--- config.mk ---
export PLATFORM = sky130hd
export DESIGN_NAME = sweep_hold_timer
export DESIGN_NICKNAME = d
export VERILOG_FILES = /design/src/rtl/sweep_hold_timer.sv
export SDC_FILE = /design/constraint.sdc
export NUM_CORES = 1
export LEC_CHECK = 0
export CAP_MARGIN = 10
export CORE_AREA = 2 2 39 41
export CTS_CLUSTER_DIAMETER = 120
export CTS_CLUSTER_SIZE = 25
export DETAILED_ROUTE_END_ITERATION = 8
export DIE_AREA = 0 0 41 43
export GPL_TIMING_DRIVEN = 0
export PLACE_DENSITY = 0.46
export SYNTH_ARGS = -nofsm -noshare
export SYNTH_HDL_FRONTEND = slang
export SYNTH_SLANG_ARGS = --single-unit
--- constraint.sdc ---
create_clock -name clk -period 1.2 [get_ports clk]
set_input_delay 0.24 -clock clk [delete_from_list [all_inputs] [get_ports clk]]
set_output_delay 0.24 -clock clk [all_outputs]
set_load 0.05 [all_outputs]
--- src/rtl/sweep_hold_timer.sv ---
// Counts the cycles a vector has been held; last marks the cycle on which F is sampled.
module sweep_hold_timer #(
    parameter int HOLD_CYCLES = 10
) (
    input  logic clk,
    input  logic rst_n,
    input  logic clr,
    input  logic en,
    output logic last
);

    localparam int              CNT_W    = $clog2(HOLD_CYCLES);
    localparam logic [CNT_W-1:0] LAST_CNT = CNT_W'(HOLD_CYCLES - 1);

    logic [CNT_W-1:0] count_q;
    logic [CNT_W-1:0] count_d;

    assign last = en && (count_q == LAST_CNT);

    always_comb begin
        // NOTE: assign the default before any branch so no path leaves count_d unassigned (no latch).
        count_d = count_q;
        if (clr) begin
            count_d = '0;
        end else if (en) begin
            count_d = last ? '0 : count_q + CNT_W'(1);
        end
    end

    // NOTE: state registers use non-blocking assignments so every flop samples pre-edge values.
    always_ff @(posedge clk or negedge rst_n) begin
        if (!rst_n) begin
            count_q <= '0;
        end else begin
            count_q <= count_d;
        end
    end

endmodule

==> results.txt, run 1 <==
----------------------------------------------------
[STA]
  Hold slack ... 0.209 ns
  Relative max-transition margin ... 86.2%
  Transition time of the tightest slew-check pin ... 0.207 ns
  Max Freq ... 679 MHz
  Final period util ... 123%
  Number of pins exceeding their max-slew limit in the final report ... 0
  Skew final ... 0.000358 ns
  Time the worst path needs with I/O delays and setup ... 1.47 ns
  RSZ-0062 raised after global routing ... true
  Total Negative Setup Slacks ... -0.273 ns
  Final setup violation count ... 1
  Final worst-path setup slack ... -0.273 ns
  Number of hold violations in the final report ... 0

[Synth]
  Count of different cell masters after synthesis ... 13
  Main combinational cell family by area after synthesis ... simple AND/OR/NAND/NOR gates
  Synth warnings ... 0
  Fraction of the mapped netlist area in adder cells ... 10.5%
  Simple-gate area share of the yosys netlist ... 23.2%
  Portion of the post-synthesis area used by sequential elements ... 42.1%
  Gate Count Post-Synth ... 26
  Synth Area in XOR/XNOR ... 0%
  Share of cell area taken by muxes after synthesis ... 0%
  Complex-gate fraction of the synthesized area ... 21.1%
  Post-synthesis cell area ... 238 µm²
  Average size of a mapped cell ... 9.14 µm²
  Nets in the synthesized netlist ... 32
  Flip-flop and latch count after synthesis ... 4

[Detailed routing]
  Post-detailed-route via-to-cell ratio ... 4.17
  DRC viols ... 0
  Final ANT Viol Nets ... 0
  Iter 0 DRT Violations ... 1
  First-pass iteration count of the detailed router ... 2
  DR vias ... 221
  Drt wl/cell ... 9.98 µm
  Total detailed-routing wirelength ... 529 µm

[Pwr]
  Total net switching power ... 0.0000765 W
  Switching portion of total power ... 21.4%
  Int Pwr ... 0.000281 W
  Worst vdd ir ... 368 µV
  Sequential cell fraction of total power ... 40.3%
  Proportion of power drawn by the clock network ... 44.2%
  Combinational fraction of design power ... 15.5%
  Leakage component of the power ... 0.154 nW
  Power density over cell area ... 968 mW/mm²

[Layout]
  Area grow syn2layout ... 55.3%
  Leading cell type in the layout, fill and taps excluded ... sky130_fd_sc_hd__nand2_1
  Antenna diode count ... 0
  Commonest cells after routing, fill and taps aside ... 5 x sky130_fd_sc_hd__nand2_1, 4 x sky130_fd_sc_hd__dfrtp_1, 4 x sky130_fd_sc_hd__buf_4
  Layout net count ... 45
  Registers with the most flip-flops ... count_q: 4 flops
  Top reg by flops ... count_q
  Final design utilization ... 26.7%
  Flip-flop count of the largest register, all copies and words added ... 4
  Layout cells sized above 1 ... 35.1%
  Filler cell count in the final layout ... 155
  Cell Count, Final, Fillers Out ... 53

[Clocking]
  Clock buffers created by TritonCTS ... 3
  Clock-pin slew reported for the worst setup and hold paths after clock tree synthesis ... 0.03 ns
  TritonCTS clock tree ... yes
  Master cell of the clock root buffer ... sky130_fd_sc_hd__clkbuf_4
  Number of buffers on the longest clock path ... 2
  Max H-tree Level ... 1
  Total clock sinks ... 4
  Clock latency of the later-clocked register in the worst-skew pair ... 0.23 ns

[Run]
  Number of max-capacitance violations reported ... 0

[Global routing]
  Vias in the first global route ... 228
  Final global-route overflow total ... 0
  Pin count of the biggest net entering global routing ... 7
  Number of antenna violations at the first check in global routing ... 0
  Wire length of the first global-routing pass ... 834 µm
  Overall Global Routing Usage ... 7.47%

[Critical path]
  Cell family contributing the most delay on the critical path ... flip-flops
  Slowest cell on the critical path ... sky130_fd_sc_hd__dfrtp_1
  CP Cell Sequence ... inv_1 -> ha_2 -> nand3b_1 -> nor2_4 -> buf_6
  Arrival time of the worst setup path ... 1.23 ns
  Crit path launch type ... flop
  Endpoint class of the critical path ... output pin
  Kind of critical path ... flop to output pin
  Longest individual stage delay on the worst path ... 0.37 ns
  WP buf/inv ... 2
  Data required time of the critical path ... 0.96 ns
  Max FO, Critical Path ... 2

[Floorplanning]
  Core Rows ... 14
  Count of pins on the block boundary ... 5
  Initial Util ... 17.2%
  Die W ... 41 µm
  Total core area ... 0.00138 mm²
  Die Span Y ... 43 µm
  Die area ... 0.00176 mm²

[Status]
  Violations in the final reports ... setup timing
  Status ... finished with violations

[Min path]
  Tightest Hold Check Type ... input port to async pin

[Place]
  Count of buffers inserted at the top-level ports ... 4
  Worst slack at placement ... -0.870 ns
  Routability congestion estimate ... 0.648
  # placed instances ... 46
  Half-perimeter wire length after placement ... 356 µm

----------------------------------------------------
[power by group through the flow]
stage           logic, W  registers, W  clock network, W
2_1_floorplan  0.0000169      0.000147                 0
3_3_place_gp   0.0000351      0.000149                 0
3_5_place_dp   0.0000359      0.000149                 0
4_1_cts        0.0000502      0.000144          0.000172
5_1_grt        0.0000602      0.000144          0.000181
6_report       0.0000554      0.000144          0.000158
[final timing paths]
kind,startpoint,slack (ns),cells after the start,to
min in group clk,count_q[3],0.59,2,count_q[3]
max in group asynchronous,rst_n,0.83,1,count_q[1]
worst min register to register,count_q[3],0.59,2,count_q[3]
worst max-delay path,count_q[1],-0.27,5,last
worst min-delay path,rst_n,0.21,1,count_q[3]
worst max register to register,count_q[1],0.01,6,count_q[1]
[synthesized netlist by cell type (all sizes together)]
cell | number | share of area, %
a211o | 1 | 3.7
a21boi | 1 | 3.2
a21oi | 4 | 10
and4b | 1 | 4.2
dfrtp | 4 | 42
ha | 2 | 11
inv | 2 | 3.2
nand2 | 5 | 7.9
nand3b | 3 | 9.5
nor2 | 1 | 1.6
o21ai | 2 | 4.2
[routing by layer]
layer	track usage (%)	part of all wire (%)	vias to the layer above
met5	0	0	-
met4	8.00	0	0
met3	1.57	5.3	0
met2	10.3	52	4
met1	8.50	43	103
li1	-	-	114
[cell families (layout without fill, tap and decap cells)]
group                    count (synthesis)  after routing
AND/OR/NAND/NOR                         10             10
adder cells (fa/ha/maj)                  2              2
buffers and inverters                    2             13
flip-flops                               4              4
AO/OA/AOI/OAI                            8              8
[worst register-to-register path, stage by stage, from the launching register on]
cell and delay [ns]:
sky130_fd_sc_hd__dfrtp_1 0.37, sky130_fd_sc_hd__inv_1 0.07, sky130_fd_sc_hd__ha_2 0.17, sky130_fd_sc_hd__nand3b_1 0.14
sky130_fd_sc_hd__buf_4 0.17, sky130_fd_sc_hd__nand3b_1 0.09, sky130_fd_sc_hd__a21oi_2 0.06
[through the flow]
step | total power [W] | area, µm²
floorplan | 0.000164 | 245
global placement | 0.000184 | 305
detailed placement | 0.000185 | 305
CTS | 0.000366 | 362
global route | 0.000386 | 369
finish | 0.000357 | 369
[final cells by class]
cell class	instances	area, µm²	share of cell area (%)
inverters	2	7.51	2.03
well taps	16	20.0	5.42
flip-flops and latches	4	100	27.1
clock buffers	3	22.5	6.10
multi-input cells	20	148	40.0
repair buffers	8	71.3	19.3
[timing repair]
| action | in CTS | in global routing |
|---|---|---|
| hold buffers | 0 | 0 |
| setup endpoints to repair | 3 | 5 |
| pin swaps | 0 | 1 |
| buffers inserted | 4 | 0 |
| resized for setup | 8 | 3 |
(Power assumes the default switching activity.)
==> run 2: changes to the inputs <==
Settings changed: SLEW_MARGIN set to 20.
==> results of run 2 <==
The final DEF is identical to that of run 1; final timing and power are the same.
